==> src/rtl/bw_io_misc_pad_ctl_if.sv <==
// Core-side pad bank bus: requests and raw pad inputs into the controller,
// registered pad drives, filtered inputs and hold-off status out of it.
interface bw_io_misc_pad_ctl_if #(
    parameter int NCH = 2
);
    logic [NCH-1:0] oe_req;
    logic [NCH-1:0] data_out;
    logic [NCH-1:0] pad_in;
    logic [NCH-1:0] pad_oe;
    logic [NCH-1:0] pad_data;
    logic [NCH-1:0] core_in;
    logic [NCH-1:0] core_in_chg;
    logic           oe_ready;

    modport master (
        output oe_req, data_out, pad_in,
        input  pad_oe, pad_data, core_in, core_in_chg, oe_ready
    );

    modport slave (
        input  oe_req, data_out, pad_in,
        output pad_oe, pad_data, core_in, core_in_chg, oe_ready
    );
endinterface

==> src/rtl/bw_io_misc_pad_ctl.sv <==
// Misc CMOS pad bank controller: output-enable hold-off after reset/POR,
// registered pad drive, and synchronised glitch-filtered pad inputs.
//
//   state    | meaning
//   ---------+--------------------------------------------------
//   ST_HOLD  | hold-off counting, all pad_oe forced low
//   ST_READY | hold-off done, oe_req passed through to pad_oe
module bw_io_misc_pad_ctl #(
    parameter int NCH     = 2,
    parameter int FILT_W  = 4,
    parameter int HOLDOFF = 16
) (
    input  logic              clk,
    input  logic              rst,
    input  logic              por_l,
    input  logic [FILT_W-1:0] filt_thresh,
    bw_io_misc_pad_ctl_if.slave bus
);

    typedef enum logic {ST_HOLD, ST_READY} state_t;

    localparam logic [15:0] HOLD_LAST = 16'(HOLDOFF - 1);

    state_t      state;
    state_t      state_nxt;
    logic [15:0] hcnt;
    logic [15:0] hcnt_nxt;
    logic        oe_ready;

    always_ff @(posedge clk) begin
        if (rst) begin
            state <= ST_HOLD;
            hcnt  <= '0;
        end else begin
            state <= state_nxt;
            hcnt  <= hcnt_nxt;
        end
    end

    // por_l low acts as a soft reset of the sequencer only
    always_comb begin
        state_nxt = state;
        hcnt_nxt  = hcnt;
        if (!por_l) begin
            state_nxt = ST_HOLD;
            hcnt_nxt  = '0;
        end else begin
            case (state)
                ST_HOLD: begin
                    if (hcnt == HOLD_LAST) begin
                        state_nxt = ST_READY;
                        hcnt_nxt  = '0;
                    end else begin
                        hcnt_nxt = hcnt + 16'd1;
                    end
                end
                ST_READY: hcnt_nxt = '0;
                default: begin
                    state_nxt = ST_HOLD;
                    hcnt_nxt  = '0;
                end
            endcase
        end
    end

    always_comb begin
        oe_ready = (state == ST_READY);
    end

    logic [NCH-1:0] pad_oe_r;
    logic [NCH-1:0] pad_data_r;

    // oe_ready here is the value before this edge's sequencer update
    always_ff @(posedge clk) begin
        if (rst) begin
            pad_oe_r   <= '0;
            pad_data_r <= '0;
        end else begin
            pad_oe_r   <= {NCH{oe_ready & por_l}} & bus.oe_req;
            pad_data_r <= bus.data_out;
        end
    end

    logic [NCH-1:0]    s1;
    logic [NCH-1:0]    s2;
    logic [NCH-1:0]    core_in_r;
    logic [NCH-1:0]    chg_r;
    logic [FILT_W-1:0] fcnt [NCH];
    logic [FILT_W-1:0] thr_m1;

    // a threshold of 0 behaves as 1
    assign thr_m1 = (filt_thresh == '0) ? '0 : filt_thresh - 1'b1;

    // >= lets a lowered threshold accept on the very next mismatching cycle
    always_ff @(posedge clk) begin
        if (rst) begin
            s1        <= '0;
            s2        <= '0;
            core_in_r <= '0;
            chg_r     <= '0;
            for (int i = 0; i < NCH; i++) fcnt[i] <= '0;
        end else begin
            s1 <= bus.pad_in;
            s2 <= s1;
            for (int i = 0; i < NCH; i++) begin
                chg_r[i] <= 1'b0;
                if (s2[i] == core_in_r[i]) begin
                    fcnt[i] <= '0;
                end else if (fcnt[i] >= thr_m1) begin
                    core_in_r[i] <= s2[i];
                    chg_r[i]     <= 1'b1;
                    fcnt[i]      <= '0;
                end else begin
                    fcnt[i] <= fcnt[i] + 1'b1;
                end
            end
        end
    end

    assign bus.pad_oe      = pad_oe_r;
    assign bus.pad_data    = pad_data_r;
    assign bus.core_in     = core_in_r;
    assign bus.core_in_chg = chg_r;
    assign bus.oe_ready    = oe_ready;

endmodule

==> src/flat_wrapper.sv <==
// flat-port wrapper written by rule: the top's interface ports become plain ports
module bw_io_misc_pad_ctl_flat 
#(
    parameter int NCH     = 2,
    parameter int FILT_W  = 4,
    parameter int HOLDOFF = 16
)
  (clk, rst, por_l, filt_thresh, bus_oe_req, bus_data_out, bus_pad_in, bus_pad_oe, bus_pad_data, bus_core_in, bus_core_in_chg, bus_oe_ready);
  bw_io_misc_pad_ctl_if #(.NCH(NCH)) bus_i ();
  input  logic clk;
  input  logic rst;
  input  logic por_l;
  input  logic [FILT_W-1:0] filt_thresh;
  input wire logic [$bits(bus_i.oe_req)-1:0] bus_oe_req;
  input wire logic [$bits(bus_i.data_out)-1:0] bus_data_out;
  input wire logic [$bits(bus_i.pad_in)-1:0] bus_pad_in;
  output wire logic [$bits(bus_i.pad_oe)-1:0] bus_pad_oe;
  output wire logic [$bits(bus_i.pad_data)-1:0] bus_pad_data;
  output wire logic [$bits(bus_i.core_in)-1:0] bus_core_in;
  output wire logic [$bits(bus_i.core_in_chg)-1:0] bus_core_in_chg;
  output wire logic [$bits(bus_i.oe_ready)-1:0] bus_oe_ready;
  assign bus_i.oe_req = bus_oe_req;
  assign bus_i.data_out = bus_data_out;
  assign bus_i.pad_in = bus_pad_in;
  assign bus_pad_oe = bus_i.pad_oe;
  assign bus_pad_data = bus_i.pad_data;
  assign bus_core_in = bus_i.core_in;
  assign bus_core_in_chg = bus_i.core_in_chg;
  assign bus_oe_ready = bus_i.oe_ready;
  bw_io_misc_pad_ctl #(.NCH(NCH), .FILT_W(FILT_W), .HOLDOFF(HOLDOFF)) u_core (.clk(clk), .rst(rst), .por_l(por_l), .filt_thresh(filt_thresh), .bus(bus_i));
endmodule
==> config.mk <==
export PLATFORM = sky130hd
export DESIGN_NAME = bw_io_misc_pad_ctl_flat
export DESIGN_NICKNAME = d
export VERILOG_FILES = /design/src/rtl/bw_io_misc_pad_ctl_if.sv /design/src/rtl/bw_io_misc_pad_ctl.sv /design/src/flat_wrapper.sv
export SDC_FILE = /design/constraint.sdc
export NUM_CORES = 1
export LEC_CHECK = 0
export ABC_AREA = 0
export BUFFER_PORTS_ARGS = -buffer_cell sky130_fd_sc_hd__buf_2
export CORE_MARGIN = 2
export CORE_UTILIZATION = 55
export CTS_BUF_LIST = sky130_fd_sc_hd__clkbuf_16
export CTS_CLUSTER_DIAMETER = 150
export DETAILED_ROUTE_END_ITERATION = 8
export PLACE_DENSITY = 0.72
export SLEW_MARGIN = 10
export SYNTH_ARGS = -nofsm -noshare
export SYNTH_HDL_FRONTEND = slang
export SYNTH_SLANG_ARGS = --single-unit
export TNS_END_PERCENT = 20
==> constraint.sdc <==
create_clock -name clk -period 2.9 [get_ports clk]
set_clock_uncertainty 0.15 [all_clocks]
set_input_delay 0.145 -clock clk [delete_from_list [all_inputs] [get_ports clk]]
set_output_delay 0.145 -clock clk [all_outputs]
set_load 0.03 [all_outputs]
==> summary.md <==
The flow ran to the end, and the final reports show no timing, DRC or antenna violations. Combinational cells account for 7.8% of the total power. The worst path meets setup with 852 ps of slack.

After global routing the overflow that remains totals 0. Count of maximum capacitance violations: 0. The tree is rooted in a clkbuf_16. The width of the die works out to 60.3 um. At the later pin of the worst-skew pair, clock insertion delay measures 280 ps. The worst-case IR drop observed on VDD is 0.402 mV. The post-synthesis cell type with the largest combined area is dfxtp_1. The setup violation total in the final timing report was 0. The tools report the number of standard-cell rows in the floorplan as 20. Summed instance area of the synthesized netlist: 1740 um2.

Of the total power, the clock network draws 43.7%. Of all nets on the critical path, the largest fanout is 4. The logs give 57.6% for the initial cell density of the core and 5.03 mm for the global-route wire length before repair. The number of clock sinks is 37. In this run switching power makes up 21.3% of total power. TritonCTS built the clock tree. The worst hold path was traced through 2 stages. The endpoint identified for the worst register-to-register timing path is u_core.fcnt[1][3]. The analysis attributes to net switching a power of 240 uW. CTS built an H-tree with a depth of 2. The layout has 238 filler cells. The run gives 0 as the initial antenna violation count. Cell total after placement: 240. Before CTS, the worst setup slack after placement is 563 ps.

The logs give 3640 um2 for the total die area and 0.848 nW for the reported leakage power. Synthesis produced 170 cells. Sequential cells were found to cover 47.1% of the synthesized design area. In the global route stage, overall resource usage came out at 19.2%. In this run, the number of DRC markers left after iteration 0 of detailed routing was 29. Internal power: 890 uW.

The synthesized flop and latch total is 37, and the highest cell delay on the worst timing path is 520 ps. The critical path arrival came out at 2040 ps. Once detail routing completed, the nets flagged for antenna violations numbered 0. The startpoint identified for the worst register-to-register timing path is u_core.fcnt[1][0]. The first TritonRoute pass finished after 4 iterations. Routability-driven placement finished with a final weighted congestion of 0.921.

A synthesized cell averages 10.3 um2. The number of antenna diodes in the final layout is 0. Among all stages on the critical path, the largest delay is contributed by or4b_4.

For the number of top-level pins, the log shows 22. The critical path startpoint is filt_thresh[1]. For this run, the top clock speed supported by timing is 488 MHz. Clock-pin slew was measured on the worst setup and hold paths at 50 ps. In this run, distinct cell masters in the synthesized netlist total 35. The logs give 2890 ps for the required time at the worst-slack endpoint and 5 for the number of buffers added by the clock tree synthesis step. The proportion of power drawn by flip-flops and latches came out at 48.5%. The tools report the total wire length as 3.07 mm. The number of global-route vias before repair came out at 1,214.

The height of the die is 60.3 um, and the share of Yosys cell area claimed by the top area cell type is 33.3%. The number of setup buffers added after CTS is 0, and the total via count after detailed routing is 1,291. For the non-filler instance count after layout, the log shows 254. The total number of yosys warnings is 0, and the port buffer count is 21. After layout, the minimum clock period comes to 2050 ps. Post-route DRC violation count: 0.

Entering global routing, the biggest net connects 16 pins. The final layout contains 233 nets. The reg2reg setup slack was 860 ps; the total power per unit cell area was 535 nW/um2. Of the available clock period, the critical path in the final layout requires 70.6%.

The setup path with the least slack is of type input port to flop. In this design, the critical path's most frequently occurring cell is nor2_1. The clock passes through at most 2 buffers.

Of the cells placed in the final design, the portion with a size suffix greater than 1 is 17.6%. The half-perimeter wire length of the detailed placement result was 2.24 mm. The endpoint with the worst hold slack is u_core.s2[1]. The most common library cell in the layout ignoring fill and taps was dfxtp_1.

The type of the most critical hold path was input port to flop. Setup repair after global routing left no endpoint under its margin. The area added between synthesis and finish works out to 21.1%.

The cell count of the worst reg-to-reg path works out to 6. The core region is 3030 um2. In the layout the commonest cells are 29 x dfxtp_1, 26 x nor2_1, 21 x buf_2. The number of pins exceeding their max-slew limit in the final report is 0. Startpoint of the most critical hold path: rst. The total count of hold-check failures in the final report is 0. Post-route setup TNS: 0 ps. In the routed layout, each cell is associated on average with a via count of 5.08. Kind of start point of the critical path: an input port.

Traced cell by cell, the critical path runs through buf_2, or2_2, nor2_1, a21oi_1, ha_1, nor2b_1, o211a_1, or4b_4, nor2_1. Dividing the detail-routed wire length by the instance count gives 12.1 um. The worst setup path is captured at a flop. After synthesis, the cell types taking the most area are dfxtp_1 33%, edfxtp_1 14%, xnor2_1 8.5%, ha_1 7.9%, nor2_1 5.6%.
[power groups by stage]
stage | Combinational, mW | Clock, mW | Sequential [mW]
floorplan | 0.0542 | 0 | 0.563
global placement | 0.0796 | 0 | 0.558
detailed placement | 0.0819 | 0 | 0.559
CTS | 0.0887 | 0.504 | 0.548
global route | 0.101 | 0.522 | 0.549
finish | 0.0885 | 0.493 | 0.548
[cell type report]
cell class                 instances  area (um2)  share of cell area [%]
clock buffer                       5         125                    5.93
clock inverter                     3        11.3                   0.533
inverter                           6        22.5                    1.07
multi-input combinational        132         911                    43.2
sequential                        37         821                    38.9
tap                               44        55.1                    2.61
timing repair buffer              27         165                    7.82
[sequential cells by signal, indices dropped and copies added (netlist names)]
register                cells
u_core.bus.core_in          2
u_core.bus.core_in_chg      2
u_core.bus.oe_ready         1
u_core.bus.pad_data         2
u_core.bus.pad_oe           2
u_core.fcnt                 8
u_core.hcnt                16
u_core.s1                   2
u_core.s2                   2
[cells in the mapped netlist (all sizes together)]
cell    count
nand2b      5
a211o       1
a2111o      1
xnor2      17
a41oi       1
nor2b      10
o31ai       1
and3        5
a21oi       3
o211a       1
nand3       6
xor2        3
inv         6
nand4       4
buf         1
mux2i       2
conb        1
or4b        1
dfxtp      29
nor2       28
nor4        8
nor3b       1
nor3        8
ha         11
o21a        1
edfxtp      8
clkbuf      1
a31oi       1
or2         1
nand2       4
[worst max-delay path: cells and delay by family]
kind | cells | cell delay, ps
simple gates | 5 | 1210
fa+ha+maj | 1 | 300
compound gates | 2 | 270
buf+inv | 1 | 120
[cells by family (layout without fill, tap and decap cells)]
logic type / after synthesis / after routing / share of synthesized area, %
AND/OR/NAND/NOR: 81 / 81 / 26.7
flip-flops: 37 / 37 / 47.1
XOR/XNOR: 20 / 20 / 10.1
adder cells (fa/ha/maj): 11 / 11 / 7.90
AO/OA/AOI/OAI: 10 / 10 / 4.74
buffers and inverters: 8 / 41 / 2.15
multiplexers: 2 / 2 / 1.15
other: 1 / 8 / 0.215
[metrics by stage]
stage	hold slack [ps]	util [%]	area (um2)	total power [mW]
floorplan	123	-	1770	0.617
global placement	202	63.2	1910	0.638
detailed placement	215	63.2	1910	0.641
CTS	55.0	69.7	2110	1.14
global route	68.4	69.7	2110	1.17
finish	55.2	69.7	2110	1.13
[routing by layer]
metal / global-route usage, % / share of wire [%] / vias up
li1: - / - / 664
met1: 21.4 / 44 / 594
met2: 32.1 / 49 / 26
met3: 7.36 / 4.6 / 7
met4: 8.57 / 1.8 / 0
met5: 0 / 0 / -
[how the worst max path moves through the flow]
stage / slack (ps) / cells past startpoint / endpoint
CTS: 840 / 9 / u_core.fcnt[0][2]
finish: 850 / 9 / u_core.fcnt[0][2]
detailed placement: 560 / 9 / u_core.fcnt[0][2]
global route: 710 / 9 / u_core.fcnt[0][2]
global placement: 630 / 9 / u_core.fcnt[0][2]
floorplan: 790 / 8 / u_core.fcnt[0][2]
[timing repair]
action	4_1_cts	5_1_grt
hold buffers	6	0
hold endpoints to repair	6	0
resized for setup	0	0
(Power assumes the default switching activity.)
